**src/rtl/plp_bus_decoder_pkg.sv**
```systemverilog
// Shared definitions for the PLP bus decoder: state encoding, drw bit positions
// and the fault register addresses used when PLP_BUS_FAULT_EN is defined.
package plp_bus_decoder_pkg;

  typedef enum logic [1:0] {
    IDLE   = 2'd0,
    ACCESS = 2'd1,
    RESP   = 2'd2
  } busState_e;

  localparam int DrwWrite = 0;
  localparam int DrwRead  = 1;

  localparam logic [31:0] FaultFlagAddr = 32'hFFFF_FFF8;
  localparam logic [31:0] FaultAddrAddr = 32'hFFFF_FFFC;

endpackage

```
**src/rtl/plp_bus_decoder_if.sv**
```systemverilog
// CPU-side and slave-side signals of the PLP bus decoder.
// The master modport is the CPU/peripheral view; the slave modport is the decoder view.
interface plp_bus_decoder_if #(
  parameter int NSLV = 4
);
  logic                 ie;
  logic                 de;
  logic [31:0]          iaddr;
  logic [31:0]          daddr;
  logic [1:0]           drw;
  logic [31:0]          din;
  logic [31:0]          iout;
  logic [31:0]          dout;
  logic                 stall;
  logic [NSLV-1:0]      s_ie;
  logic [NSLV-1:0]      s_de;
  logic [31:0]          s_iaddr;
  logic [31:0]          s_daddr;
  logic [1:0]           s_drw;
  logic [31:0]          s_din;
  logic [32*NSLV-1:0]   s_iout;
  logic [32*NSLV-1:0]   s_dout;

  modport master (
    output ie, de, iaddr, daddr, drw, din, s_iout, s_dout,
    input  iout, dout, stall, s_ie, s_de, s_iaddr, s_daddr, s_drw, s_din
  );

  modport slave (
    input  ie, de, iaddr, daddr, drw, din, s_iout, s_dout,
    output iout, dout, stall, s_ie, s_de, s_iaddr, s_daddr, s_drw, s_din
  );
endinterface

```
**src/rtl/plp_bus_decoder_slot_mux.sv**
```systemverilog
// Slot decode for one address: one-hot enable, select-field stripping and 32-bit read mux.
module plp_bus_slot_mux #(
  parameter int NSLV     = 4,
  parameter int SEL_LSB  = 20,
  parameter int SEL_BITS = 3
) (
  input  logic                en_i,
  input  logic [31:0]         addr_i,
  input  logic [32*NSLV-1:0]  rdata_i,
  output logic [NSLV-1:0]     en_o,
  output logic [31:0]         addr_o,
  output logic [31:0]         rdata_o
);

  localparam logic [31:0] SelMask = ((32'd1 << SEL_BITS) - 32'd1) << SEL_LSB;

  logic [SEL_BITS-1:0] slot;

  assign slot   = addr_i[SEL_LSB +: SEL_BITS];
  assign addr_o = addr_i & ~SelMask;

  // Slot indices at or above NSLV match no k, so unmapped accesses yield zero enables and data.
  always_comb begin
    en_o    = '0;
    rdata_o = '0;
    for (int k = 0; k < NSLV; k++) begin
      if (en_i && (32'(slot) == k)) begin
        en_o[k] = 1'b1;
        rdata_o = rdata_i[32*k +: 32];
      end
    end
  end

endmodule

```
**src/rtl/plp_bus_decoder.sv**
```systemverilog
// PLP bus decoder: stalled, registered data path plus combinational instruction path.
// Optional fault flag/address registers are enabled with the macro PLP_BUS_FAULT_EN.
module plp_bus_decoder
  import plp_bus_decoder_pkg::*;
#(
  parameter int NSLV        = 4,
  parameter int SEL_LSB     = 20,
  parameter int SEL_BITS    = 3,
  parameter int WAIT_CYCLES = 1
) (
  input logic              clk,
  input logic              rst,
  plp_bus_decoder_if.slave bus
);

  busState_e   state_q, state_d;
  logic [3:0]  waitCnt_q, waitCnt_d;
  logic [31:0] capAddr_q, capAddr_d;
  logic [31:0] capDin_q, capDin_d;
  logic [1:0]  capDrw_q, capDrw_d;
  logic [31:0] rdata_q, rdata_d;

  logic            stallC;
  logic [31:0]     doutC;
  logic            dataEn;
  logic            regHit;
  logic [NSLV-1:0] dSlotEn;
  logic [31:0]     dMuxData;

`ifdef PLP_BUS_FAULT_EN
  logic        faultFlag_q, faultFlag_d;
  logic [31:0] faultAddr_q, faultAddr_d;

  assign regHit = (capAddr_q == FaultFlagAddr) || (capAddr_q == FaultAddrAddr);
`else
  assign regHit = 1'b0;
`endif

  plp_bus_slot_mux #(.NSLV(NSLV), .SEL_LSB(SEL_LSB), .SEL_BITS(SEL_BITS)) u_imux (
    .en_i    (bus.ie),
    .addr_i  (bus.iaddr),
    .rdata_i (bus.s_iout),
    .en_o    (bus.s_ie),
    .addr_o  (bus.s_iaddr),
    .rdata_o (bus.iout)
  );

  plp_bus_slot_mux #(.NSLV(NSLV), .SEL_LSB(SEL_LSB), .SEL_BITS(SEL_BITS)) u_dmux (
    .en_i    (dataEn),
    .addr_i  (capAddr_q),
    .rdata_i (bus.s_dout),
    .en_o    (dSlotEn),
    .addr_o  (bus.s_daddr),
    .rdata_o (dMuxData)
  );

  assign bus.s_de  = dSlotEn;
  assign bus.s_drw = capDrw_q;
  assign bus.s_din = capDin_q;
  assign bus.stall = stallC;
  assign bus.dout  = doutC;

  // Stall is raised combinationally in the request cycle so the CPU holds immediately.
  always_comb begin
    state_d   = state_q;
    waitCnt_d = waitCnt_q;
    capAddr_d = capAddr_q;
    capDin_d  = capDin_q;
    capDrw_d  = capDrw_q;
    rdata_d   = rdata_q;
    stallC    = 1'b0;
    doutC     = '0;
    dataEn    = 1'b0;
`ifdef PLP_BUS_FAULT_EN
    faultFlag_d = faultFlag_q;
    faultAddr_d = faultAddr_q;
`endif
    case (state_q)
      IDLE: begin
        if (bus.de && (bus.drw != 2'b00)) begin
          capAddr_d = bus.daddr;
          capDin_d  = bus.din;
          capDrw_d  = bus.drw;
          waitCnt_d = 4'(WAIT_CYCLES);
          stallC    = 1'b1;
          state_d   = ACCESS;
        end
      end
      ACCESS: begin
        stallC = 1'b1;
        dataEn = !regHit;
        if (waitCnt_q == 4'd0) begin
          rdata_d = capDrw_q[DrwRead] ? dMuxData : 32'd0;
          state_d = RESP;
`ifdef PLP_BUS_FAULT_EN
          // Fault registers shadow slot decode; any other unmapped access is recorded.
          if (regHit) begin
            if (capDrw_q[DrwRead]) begin
              rdata_d = (capAddr_q == FaultFlagAddr) ? {31'd0, faultFlag_q} : faultAddr_q;
            end
            if (capDrw_q[DrwWrite] && (capAddr_q == FaultFlagAddr)) begin
              faultFlag_d = 1'b0;
              faultAddr_d = '0;
            end
          end else if (dSlotEn == '0) begin
            faultFlag_d = 1'b1;
            faultAddr_d = capAddr_q;
          end
`endif
        end else begin
          waitCnt_d = waitCnt_q - 4'd1;
        end
      end
      RESP: begin
        doutC   = rdata_q;
        state_d = IDLE;
      end
      default: state_d = IDLE;
    endcase
  end

  always_ff @(posedge clk) begin
    if (rst) begin
      state_q   <= IDLE;
      waitCnt_q <= '0;
      capAddr_q <= '0;
      capDin_q  <= '0;
      capDrw_q  <= '0;
      rdata_q   <= '0;
`ifdef PLP_BUS_FAULT_EN
      faultFlag_q <= 1'b0;
      faultAddr_q <= '0;
`endif
    end else begin
      state_q   <= state_d;
      waitCnt_q <= waitCnt_d;
      capAddr_q <= capAddr_d;
      capDin_q  <= capDin_d;
      capDrw_q  <= capDrw_d;
      rdata_q   <= rdata_d;
`ifdef PLP_BUS_FAULT_EN
      faultFlag_q <= faultFlag_d;
      faultAddr_q <= faultAddr_d;
`endif
    end
  end

endmodule

```
**src/flat_wrapper.sv**
```systemverilog
// flat-port wrapper written by rule: the top's interface ports become plain ports
module plp_bus_decoder_flat import plp_bus_decoder_pkg::*;
#(
  parameter int NSLV        = 4,
  parameter int SEL_LSB     = 20,
  parameter int SEL_BITS    = 3,
  parameter int WAIT_CYCLES = 1
)
  (clk, rst, bus_ie, bus_de, bus_iaddr, bus_daddr, bus_drw, bus_din, bus_s_iout, bus_s_dout, bus_iout, bus_dout, bus_stall, bus_s_ie, bus_s_de, bus_s_iaddr, bus_s_daddr, bus_s_drw, bus_s_din);
  plp_bus_decoder_if #(.NSLV(NSLV)) bus_i ();
  input logic clk;
  input logic rst;
  input wire logic [$bits(bus_i.ie)-1:0] bus_ie;
  input wire logic [$bits(bus_i.de)-1:0] bus_de;
  input wire logic [$bits(bus_i.iaddr)-1:0] bus_iaddr;
  input wire logic [$bits(bus_i.daddr)-1:0] bus_daddr;
  input wire logic [$bits(bus_i.drw)-1:0] bus_drw;
  input wire logic [$bits(bus_i.din)-1:0] bus_din;
  input wire logic [$bits(bus_i.s_iout)-1:0] bus_s_iout;
  input wire logic [$bits(bus_i.s_dout)-1:0] bus_s_dout;
  output wire logic [$bits(bus_i.iout)-1:0] bus_iout;
  output wire logic [$bits(bus_i.dout)-1:0] bus_dout;
  output wire logic [$bits(bus_i.stall)-1:0] bus_stall;
  output wire logic [$bits(bus_i.s_ie)-1:0] bus_s_ie;
  output wire logic [$bits(bus_i.s_de)-1:0] bus_s_de;
  output wire logic [$bits(bus_i.s_iaddr)-1:0] bus_s_iaddr;
  output wire logic [$bits(bus_i.s_daddr)-1:0] bus_s_daddr;
  output wire logic [$bits(bus_i.s_drw)-1:0] bus_s_drw;
  output wire logic [$bits(bus_i.s_din)-1:0] bus_s_din;
  assign bus_i.ie = bus_ie;
  assign bus_i.de = bus_de;
  assign bus_i.iaddr = bus_iaddr;
  assign bus_i.daddr = bus_daddr;
  assign bus_i.drw = bus_drw;
  assign bus_i.din = bus_din;
  assign bus_i.s_iout = bus_s_iout;
  assign bus_i.s_dout = bus_s_dout;
  assign bus_iout = bus_i.iout;
  assign bus_dout = bus_i.dout;
  assign bus_stall = bus_i.stall;
  assign bus_s_ie = bus_i.s_ie;
  assign bus_s_de = bus_i.s_de;
  assign bus_s_iaddr = bus_i.s_iaddr;
  assign bus_s_daddr = bus_i.s_daddr;
  assign bus_s_drw = bus_i.s_drw;
  assign bus_s_din = bus_i.s_din;
  plp_bus_decoder #(.NSLV(NSLV), .SEL_LSB(SEL_LSB), .SEL_BITS(SEL_BITS), .WAIT_CYCLES(WAIT_CYCLES)) u_core (.clk(clk), .rst(rst), .bus(bus_i));
endmodule
```
**config.mk**
```make
export PLATFORM = sky130hd
export DESIGN_NAME = plp_bus_decoder_flat
export DESIGN_NICKNAME = d
export VERILOG_FILES = /design/src/rtl/plp_bus_decoder_pkg.sv /design/src/rtl/plp_bus_decoder_if.sv /design/src/rtl/plp_bus_decoder_slot_mux.sv /design/src/rtl/plp_bus_decoder.sv /design/src/flat_wrapper.sv
export SDC_FILE = /design/constraint.sdc
export NUM_CORES = 1
export LEC_CHECK = 0
export BUFFER_PORTS_ARGS = -buffer_cell sky130_fd_sc_hd__buf_2
export CELL_PAD_IN_SITES_DETAIL_PLACEMENT = 1
export CELL_PAD_IN_SITES_GLOBAL_PLACEMENT = 2
export CORE_AREA = 2 2 207 209
export DETAILED_ROUTE_END_ITERATION = 7
export DIE_AREA = 0 0 209 211
export GPL_TIMING_DRIVEN = 0
export MAX_ROUTING_LAYER = met4
export PLACE_DENSITY = 0.64
export REMOVE_ABC_BUFFERS = 1
export SYNTH_ARGS = -nofsm -noshare
export SYNTH_HDL_FRONTEND = slang
export SYNTH_SLANG_ARGS = --single-unit
```
**constraint.sdc**
```tcl
create_clock -name clk -period 3.2 [get_ports clk]
set_clock_uncertainty 0.15 [all_clocks]
set_input_delay 0.16 -clock clk [delete_from_list [all_inputs] [get_ports clk]]
set_output_delay 0.16 -clock clk [all_outputs]
set_load 0.005 [all_outputs]
```
==> results of run 1 <==
==> metrics by stage <==
step           setup slack, ns  instance area, um2
3_5_place_dp             0.831                8850
5_1_grt                  0.636                9850
6_report                 0.823                9850
4_1_cts                  0.703                9850
2_1_floorplan            0.189                5620
3_3_place_gp             -2.24                8610
==> final cells by class <==
class                      instances  area (um2)
tap                              539         674
multi-input combinational        411        3560
sequential                       104        2080
inverter                           6        22.5
fill                            4926       31900
timing repair buffer             542        3190
antenna                            1        2.50
clock buffer                       9         225
clock inverter                     7        92.6
==> kinds of logic (layout without fill, tap and decap cells) <==
logic type / after synthesis / in the layout / synth area share [%]
flip-flops: 104 / 104 / 32.6
other: 1 / 7 / 0.0588
multiplexers: 66 / 66 / 22.9
buffers and inverters: 136 / 564 / 12.6
adder cells (fa/ha/maj): 2 / 2 / 0.392
AND/OR/NAND/NOR: 158 / 158 / 14.5
AO/OA/AOI/OAI: 179 / 179 / 16.9
==> registers in the layout, summed over array words and instances (netlist names) <==
register	flops
u_core.state_q	2
u_core.bus.s_drw	2
u_core.rdata_q	32
u_core.waitCnt_q	4
u_core.capAddr_q	32
u_core.bus.s_din	32
==> timing repair <==
action | in CTS | in global routing
endpoints found under the hold margin | 66 | 0
hold buffers | 68 | 0
setup buffers | 0 | 0
==> worst paths after layout <==
path                                     from                         endpoint  slack, ns
min reg2reg    u_core.rdata_q[0]$_SDFFE_PP0P_   u_core.rdata_q[0]$_SDFFE_PP0P_       0.33
min                            bus_s_dout[43]  u_core.rdata_q[11]$_SDFFE_PP0P_       0.06
max                                bus_drw[1]                        bus_stall       0.82
max reg2reg  u_core.waitCnt_q[0]$_SDFFE_PP0P_  u_core.rdata_q[19]$_SDFFE_PP0P_       0.95
==> power groups by stage <==
stage / Sequential (W) / Combinational, W / Clock, W
final: 0.00143 / 0.00108 / 0.00125
after global placement: 0.00148 / 0.000935 / 0
after floorplan: 0.00147 / 0.000435 / 0
after global routing: 0.00145 / 0.00118 / 0.00137
after CTS: 0.00143 / 0.00110 / 0.00133
after detailed placement: 0.00146 / 0.00103 / 0
==> layer usage <==
layer,vias up,GRT usage [%]
met3,17,4.97
li1,3176,-
met4,0,2.66
met5,-,-
met2,305,24.0
met1,3422,16.8
==> layout by cell type, fill, tap and decap left out, types with 2 or more instances in the layout <==
cell           instances
o2111ai_1              2
a22o_1                 4
nor2_1                 2
nor2b_1               34
nand3_1               67
dfxtp_2                2
a211oi_1               2
a22o_2                28
ha_1                   2
dfxtp_1              102
inv_1                  6
buf_12                 6
buf_6                  2
nor3_1                 4
buf_2                463
clkbuf_16              9
conb_1                 6
nor3b_1                3
nor4b_1                2
and2_1                32
nand2b_1               3
mux2i_1                2
a21oi_1               66
dlygate4sd3_1         68
o21ai_0               70
mux4_2                64
inv_6                  3
==> critical path, cell delays in order <==
cell           delay, ns
dlygate4sd3_1       0.53
buf_2               0.17
o21a_4              0.66
o21ai_0             0.31
inv_1               0.10
buf_2               0.12
==> impl_metrics.ini, run 1 <==
[power_and_ir_drop]
p_switching_w = 0.00120
p_int_w = 0.00256
p_leak_nw = 4.38
p_clk_share_pct = 33.1
seqPwrFrac_pct = 38.1
combPwrFrac_pct = 28.7
power.density_mw_per_mm2 = 381
power_w = 0.00376
ir_worst_vdd_v = 0.000249
power.share.switching_pct = 31.9

[synth]
avgSynthCellArea_um2 = 9.87
synth-seq-area-share_pct = 32.6
synth_top_flop_cell = dfxtp_1
yosys.area.top_type_share_pct = 32.6
yosys.area.top_type = dfxtp_1
yosysUniqueCellTypes = 39
netlist_area_mm2 = 0.00638
synth_warnings = 0
ys_ff_latch = 104
synthArstFlopShare_pct = 0
synthTopCellsByCount = 104 x dfxtp_1, 70 x o21ai_0, 67 x buf_4, 67 x nand3_1, 66 x a21oi_1
synth_edf_count = 0
yosysMostFrequentCell = dfxtp_1
synth_area_leaders = dfxtp_1 33%, mux4_2 23%, buf_4 7.9%, o21ai_0 5.5%, nand3_1 5.3%
synthCells = 646

[die]
die_w_um = 209
die-area_mm2 = 0.0441
initial_core_util_pct = 15.3
chipHeight_um = 211
coreArea_mm2 = 0.0418
core.rowCount = 75
io_pins = 529

[timing]
setup_tns_ns = 0
slew-limit-headroom_pct = 25.4
drv_slew = 0
max_freq_mhz = 421
fin_crit_ns = 2.38
rsz0062_at_grt = false
setup_viol = 0
whs_ns = 0.0625
fin_crit_sh_pct = 74.3
tightest_slew_ns = 1.12
finalHoldViolCount = 0

[drt]
route.met3.wl_mm = 2.68
wl_per_cell_um = 19.7
drc = 0
drtPass1Iterations = 4
top_layer = met4
routed_wl_mm = 31.9
routed-wl-met2_mm = 15.6
drt-vias-per-instance = 4.27
wl_met1_mm = 13.3
vias = 6920
dr.first_iter.drc_count = 230
antenna_left = 0

[worst_setup_path]
endpoint_kind = output pin
reg2reg_depth = 6
cp.required_ns = 2.89
cp.arrival_ns = 2.07
crit_path_max_fanout = 67
path_class = in2out
critPathLaunchType = input port

[global_route]
grt_overflow = 0
grt_start_max_net_pins = 76
grt_pass1_wl_mm = 46.3
track_usage_pct = 14.4
antenna_found_initial = 3
grt_pass1_vias = 7323

[cells_and_area]
fin_util_pct = 23.6
layout-drive-gt1-share_pct = 55.0
final_cells = 1619
final_nets = 1434
syn_to_final_growth_pct = 54.5

[clock_network]
cts_sinks = 104
htreeDepth = 3
cts_tree = done
cts_inserted_buffers = 9
cts_resized = 0
cts_root_buf = clkbuf_16
clock_latency_ns = 0.37
clkTransAtPathRegs_ns = 0.08
cts_max_path_buffers = 2

[run_status]
outcome = complete, no violations

[hold_path]
hold_path_class = in2reg
holdPathStages = 3

[placement]
portBuffers = 464
gp_congestion = 0.852
dpl.cell_count = 1534
hpwl_mm = 24.8

[job]
maxCapViolCount = 0
Power figures use the tool's default switching activity.
==> run 2, diff against run 1 <==
--- a/config.mk
+++ b/config.mk
@@ -8,12 +8,12 @@
 export BUFFER_PORTS_ARGS = -buffer_cell sky130_fd_sc_hd__buf_2
 export CELL_PAD_IN_SITES_DETAIL_PLACEMENT = 1
 export CELL_PAD_IN_SITES_GLOBAL_PLACEMENT = 2
-export CORE_AREA = 2 2 207 209
+export CORE_AREA = 2 2 203 205
 export DETAILED_ROUTE_END_ITERATION = 7
-export DIE_AREA = 0 0 209 211
+export DIE_AREA = 0 0 205 207
 export GPL_TIMING_DRIVEN = 0
 export MAX_ROUTING_LAYER = met4
-export PLACE_DENSITY = 0.64
+export PLACE_DENSITY = 0.68
 export REMOVE_ABC_BUFFERS = 1
 export SYNTH_ARGS = -nofsm -noshare
 export SYNTH_HDL_FRONTEND = slang
==> constraint.sdc (replaced) <==
create_clock -name clk -period 2 [get_ports clk]
set_clock_uncertainty 0.15 [all_clocks]
set_input_delay 0.1 -clock clk [delete_from_list [all_inputs] [get_ports clk]]
set_output_delay 0.1 -clock clk [all_outputs]
set_load 0.005 [all_outputs]
==> run 2 against run 1 <==
Routed wire length shrank 8.7%. Flip-flop and latch count is the same. Combinational power grew 59%. Largest cell class unchanged. Die area shrank 3.8%. Clock-buffer cell count is the same. Critical path type is now reg2reg. Register-to-register slack lost 0.82 ns. Largest power group unchanged. Global-route usage shrank 1.0 points. Power grew 56%. Highest routed layer unchanged.
==> impl_metrics.ini, run 2 (synthesis results as in run 1) <==
[worst_setup_path]
endpoint = u_core.rdata_q[14]$_SDFFE_PP0P_
crit_path_max_fanout = 26
crit_start = u_core.waitCnt_q[1]$_SDFFE_PP0P_
endpoint_kind = flip-flop
critical-path-max-stage-delay_ns = 0.34
cp_slowest_cell = dfxtp_1
timing.reg2reg.setup_slack_ns = 0.13
reg2reg_depth = 6
path_class = reg2reg
cp.required_ns = 2.10
worst-path-buf-inv = 2
cp.arrival_ns = 1.97
r2r_end = u_core.rdata_q[14]$_SDFFE_PP0P_
critPathLaunchType = flip-flop
r2r_start = u_core.waitCnt_q[1]$_SDFFE_PP0P_
critPathTopFamily = compound AO/OA/AOI/OAI gates
worst-path-stages = 6
crit_chain = inv_1 > ha_2 > nor3b_4 > a31oi_4 > buf_16 > a22o_2

[timing]
finalHoldViolCount = 0
max_freq_mhz = 534
rsz0062_at_grt = false
slew-limit-headroom_pct = 39.8
setup_tns_ns = 0
fin_crit_ns = 1.87
tightest_slew_ns = 0.902
fin_crit_sh_pct = 93.5
drv_slew = 0
setup_viol = 0

[drt]
drt-vias-per-instance = 4.23
antenna_left = 0
vias = 6862
dr.first_iter.drc_count = 245
routed_wl_mm = 29.1
drc = 0
drtPass1Iterations = 4
wl_per_cell_um = 18.0

[clock_network]
cts_sinks = 104
cts_inserted_buffers = 9
cts_tree = done
cts_max_path_buffers = 2
clock_latency_ns = 0.36
clkTransAtPathRegs_ns = 0.08
cts_root_buf = clkbuf_16
htreeDepth = 3

[global_route]
track_usage_pct = 13.4
grt_start_max_net_pins = 76
grt_overflow = 0
grt_pass1_wl_mm = 42.8
antenna_found_initial = 8
grt_pass1_vias = 7236

[placement]
gp_congestion = 0.922
portBuffers = 464
hpwl_mm = 21.9

[cells_and_area]
final_cell_mix = 462 x buf_2, 99 x dfxtp_1, 70 x o21ai_0, 70 x dlygate4sd3_1, 67 x nand3_1
final_common_cell = buf_2
n_fill_cell = 4798
syn_to_final_growth_pct = 56.2
layout-drive-gt1-share_pct = 55.7
fin_util_pct = 24.7
final_nets = 1440

[power_and_ir_drop]
ir_worst_vdd_v = 0.000361
power.density_mw_per_mm2 = 588
p_leak_nw = 4.42

[die]
core.rowCount = 74
die_w_um = 205
coreArea_mm2 = 0.0404
die-area_mm2 = 0.0424
io_pins = 529
initial_core_util_pct = 15.8
chipHeight_um = 207

[job]
maxCapViolCount = 0

[hold_path]
hold_path_class = in2reg
holdCritStartpoint = bus_s_dout[75]

[run_status]
outcome = complete, no violations
run 2: cell count changes in the layout (fill, tap and decap cells not counted), sizes merged:
| cell | change |
|---|---|
| dlygate4sd3 | +2 |
| clkinvlp | +1 |
| diode | +4 |
| nor2 | +1 |
| buf | +3 |
| clkinv | -1 |
| bufinv | -1 |
run 2: worst min path at each step:
stage / endpoint / slack [ns] / depth (start not counted)
after global routing: u_core.rdata_q[28]$_SDFFE_PP0P_ / 0.002 / 3
after global placement: bus_s_iaddr[30] / 0.05 / 0
after detailed placement: bus_s_iaddr[30] / 0.05 / 0
final: u_core.rdata_q[11]$_SDFFE_PP0P_ / 0.03 / 3
after CTS: u_core.rdata_q[5]$_SDFFE_PP0P_ / 0.001 / 3
after floorplan: u_core.bus.s_din[0]$_SDFFE_PP0P_ / 0.02 / 1
run 2: where the power goes:
| part | internal (W) | switching, W |
|---|---|---|
| logic | 0.000907 | 0.000813 |
| clock network | 0.000875 | 0.000948 |
| registers | 0.00220 | 0.000120 |
| total | 0.00398 | 0.00188 |
run 2: layout make-up:
type | count | area [um2] | area share [%]
Clock buffer | 9 | 225 | 2.26
Sequential cell | 104 | 2100 | 21.0
Tap cell | 532 | 666 | 6.68
Inverter | 6 | 22.5 | 0.226
Multi-Input combinational cell | 412 | 3590 | 36.1
Clock inverter | 6 | 61.3 | 0.615
Antenna cell | 5 | 12.5 | 0.126
Timing Repair Buffer | 547 | 3290 | 33.0
run 2: what timing repair did:
| action | in CTS | in global routing |
|---|---|---|
| gates cloned | 0 | 1 |
| hold endpoints to repair | 68 | 0 |
| setup buffers | 3 | 1 |
| setup endpoints to repair | 152 | 69 |
| pin swaps | 2 | 2 |
| hold buffers | 70 | 0 |
| resized for setup | 13 | 5 |
run 2: worst register-to-register path, cell delays in order (launching register included):
cell and delay (ns):
dfxtp_1 0.34, inv_1 0.08, ha_2 0.19, nor3b_4 0.26, a31oi_4 0.22, buf_16 0.24, a22o_2 0.29
run 2: per-stage QoR:
step	hold WS (ns)	total power, W	setup slack [ns]	area (um2)	std cells
after floorplan	0.0191	0.00305	-1.01	5620	521
after global placement	0.0502	0.00383	-3.28	8610	1517
after detailed placement	0.0502	0.00394	-0.498	8850	1526
after CTS	0.00119	0.00599	0.000938	9920	1614
after global routing	0.00218	0.00622	0.00551	9960	1621
final	0.0260	0.00586	0.129	9960	1621
run 2: layer usage:
metal | vias to the layer above | routed length (um) | part of all wire, % | global-route usage (%)
li1 | 3202 | - | - | -
met1 | 3315 | 12100 | 42 | 15.9
met2 | 320 | 13900 | 48 | 21.9
met3 | 25 | 2750 | 9.4 | 4.83
met4 | 0 | 351 | 1.2 | 2.23
met5 | - | 0 | 0 | -
==> run 3, diff against run 2 <==
--- a/config.mk
+++ b/config.mk
@@ -8,12 +8,12 @@
 export BUFFER_PORTS_ARGS = -buffer_cell sky130_fd_sc_hd__buf_2
 export CELL_PAD_IN_SITES_DETAIL_PLACEMENT = 1
 export CELL_PAD_IN_SITES_GLOBAL_PLACEMENT = 2
-export CORE_AREA = 2 2 203 205
+export CORE_AREA = 2 2 204 206
 export DETAILED_ROUTE_END_ITERATION = 7
-export DIE_AREA = 0 0 205 207
+export DIE_AREA = 0 0 206 208
 export GPL_TIMING_DRIVEN = 0
 export MAX_ROUTING_LAYER = met4
-export PLACE_DENSITY = 0.68
+export PLACE_DENSITY = 0.65
 export REMOVE_ABC_BUFFERS = 1
 export SYNTH_ARGS = -nofsm -noshare
 export SYNTH_HDL_FRONTEND = slang
==> constraint.sdc (replaced) <==
create_clock -name clk -period 2.03 [get_ports clk]
set_clock_uncertainty 0.15 [all_clocks]
set_input_delay 0.1015 -clock clk [delete_from_list [all_inputs] [get_ports clk]]
set_output_delay 0.1015 -clock clk [all_outputs]
set_load 0.005 [all_outputs]
==> run 3 against run 2 <==
Final area up 0.45%. Critical path depth is 1 higher. Setup slack better by 0.028 ns. Combinational power about the same. Sequential share of layout area shrank 0.11 points. Clock-buffer cell count is 1 higher. Die area rose by 0.97%. Power shrank 1.0%. Maximum frequency decreased by 0.13%. Via count increased by 0.51%. Critical path type unchanged. Critical endpoint is now u_core.rdata_q[21]$_SDFFE_PP0P_.
==> impl_metrics.ini, run 3 (synthesis results as in run 1) <==
[clock_network]
cts_sinks = 104
cts_tree = done
cts_max_path_buffers = 2
cts_inserted_buffers = 9
clock_latency_ns = 0.36
clkTransAtPathRegs_ns = 0.08
cts_root_buf = clkbuf_16
htreeDepth = 3

[hold_path]
hold_path_class = in2reg
holdCritStartpoint = bus_s_dout[66]
min_to = u_core.rdata_q[2]$_SDFFE_PP0P_
holdPathStages = 3

[power_and_ir_drop]
power.density_mw_per_mm2 = 580
ir_worst_vdd_v = 0.000479
power_w = 0.00580
p_leak_nw = 4.46

[cells_and_area]
fin_util_pct = 24.7
n_fill_cell = 4812
layout-drive-gt1-share_pct = 55.6
syn_to_final_growth_pct = 56.9
final_nets = 1445
final_cell_mix = 462 x buf_2, 100 x dfxtp_1, 72 x dlygate4sd3_1
final_common_cell = buf_2
final_cell_area_mm2 = 0.0100

[timing]
rsz0062_at_grt = false
setup_tns_ns = 0
tightest_slew_ns = 0.869
fin_crit_ns = 1.87
fin_crit_sh_pct = 92.3
setup_viol = 0
worst_slack_ns = 0.157
finalHoldViolCount = 0
slew-limit-headroom_pct = 42.1
max_freq_mhz = 534
drv_slew = 0

[worst_setup_path]
critPathTopFamily = simple AND/OR/NAND/NOR gates
critPathLaunchType = flip-flop
r2r_end = u_core.rdata_q[21]$_SDFFE_PP0P_
crit_chain = inv_2 > ha_2 > or3b_4 > nor4_4 > buf_6 > buf_4 > a22o_2
path_class = reg2reg
cp_slowest_cell = or3b_4
critical-path-max-stage-delay_ns = 0.41
cp.required_ns = 2.19
reg2reg_depth = 7
cp.arrival_ns = 2.03
timing.reg2reg.setup_slack_ns = 0.16
worst-path-buf-inv = 3
crit_path_max_fanout = 7
r2r_start = u_core.waitCnt_q[0]$_SDFFE_PP0P_
endpoint_kind = flip-flop

[die]
coreArea_mm2 = 0.0406
chipHeight_um = 208
initial_core_util_pct = 15.7
io_pins = 529
die_w_um = 206
die-area_mm2 = 0.0428
core.rowCount = 74

[global_route]
grt_overflow = 0
antenna_found_initial = 4
grt_start_max_net_pins = 68
grt_pass1_vias = 7276
grt_pass1_wl_mm = 43.1
track_usage_pct = 13.3

[placement]
portBuffers = 464
pre_cts_slack_ns = -0.552
hpwl_mm = 22.0
gp_congestion = 0.816
dpl_cell_area_mm2 = 0.00889

[drt]
vias = 6897
routed_wl_mm = 29.2
antenna_left = 0
drc = 0
wl_per_cell_um = 17.9
drtPass1Iterations = 6
drt-vias-per-instance = 4.24
dr.first_iter.drc_count = 272

[job]
maxCapViolCount = 0

[run_status]
outcome = complete, no violations
run 3: cell types whose count changed in the layout (fill, tap and decap cells not counted):
cell           previous run  this run
buf_4                     4         8
clkbuf_1                  0         1
clkinv_4                  0         2
clkinvlp_4                1         0
dfxtp_1                  99       100
dfxtp_2                   2         1
diode_2                   5         4
dlygate4sd3_1            70        72
inv_6                     3         2
nor2_2                    1         0
run 3: final cells by class:
type / count / area, um2 / share of cell area, %
Sequential cell: 104 / 2090 / 20.9
Inverter: 6 / 22.5 / 0.225
Timing Repair Buffer: 553 / 3340 / 33.3
Multi-Input combinational cell: 411 / 3590 / 35.8
Antenna cell: 4 / 10.0 / 0.100
Clock buffer: 10 / 229 / 2.29
Clock inverter: 6 / 62.6 / 0.625
Tap cell: 532 / 666 / 6.65
run 3: through the flow:
| step | std cells | hold WS, ns |
|---|---|---|
| after floorplan | 521 | 0.0206 |
| after global placement | 1517 | 0.0532 |
| after detailed placement | 1528 | 0.0532 |
| after CTS | 1621 | 0.00100 |
| after global routing | 1625 | 0.0178 |
| final | 1626 | 0.0244 |
run 3: repair_timing:
| item | 4_1_cts | 5_1_grt |
|---|---|---|
| setup buffers | 5 | 1 |
| endpoints found under the setup margin | 148 | 40 |
| endpoints found under the hold margin | 68 | 0 |
| hold buffers | 72 | 0 |
| pin swaps | 2 | 2 |
| resized for setup | 10 | 4 |
run 3: tightest hold or removal path: stages:
cell and delay [ns]:
buf_2 0.07, mux4_2 0.21, a22o_2 0.11
run 3: power by group:
group	internal, W	switching [W]	total [W]	leakage, nW
logic	0.000909	0.000797	0.00171	3.46
registers	0.00216	0.000113	0.00228	0.850
clock network	0.000870	0.000949	0.00182	0.142
total	0.00394	0.00186	0.00580	4.46
run 3: worst max-delay path by stage:
stage                                            startpoint                                end  slack, ns  cells past startpoint
after global routing      u_core.capAddr_q[20]$_SDFFE_PP0P_                        bus_s_de[3]       0.01                      3
after detailed placement     u_core.state_q[0]$_SDFFE_PP0P_    u_core.rdata_q[30]$_SDFFE_PP0P_      -0.55                      5
after CTS                 u_core.capAddr_q[20]$_SDFFE_PP0P_                        bus_s_de[3]      0.008                      3
after global placement       u_core.state_q[0]$_SDFFE_PP0P_  u_core.capAddr_q[26]$_SDFFE_PP0P_      -3.42                      3
after floorplan              u_core.state_q[0]$_SDFFE_PP0P_   u_core.bus.s_din[0]$_SDFFE_PP0P_      -0.98                      3
final                      u_core.waitCnt_q[0]$_SDFFE_PP0P_    u_core.rdata_q[21]$_SDFFE_PP0P_       0.16                      7
run 3: metal layers:
| layer | vias to the layer above | global-route usage (%) | part of all wire, % |
|---|---|---|---|
| met5 | - | - | 0 |
| met4 | 0 | 1.75 | 0.66 |
| met3 | 14 | 4.70 | 9.5 |
| met2 | 307 | 22.3 | 48 |
| met1 | 3369 | 15.6 | 41 |
| li1 | 3207 | - | - |
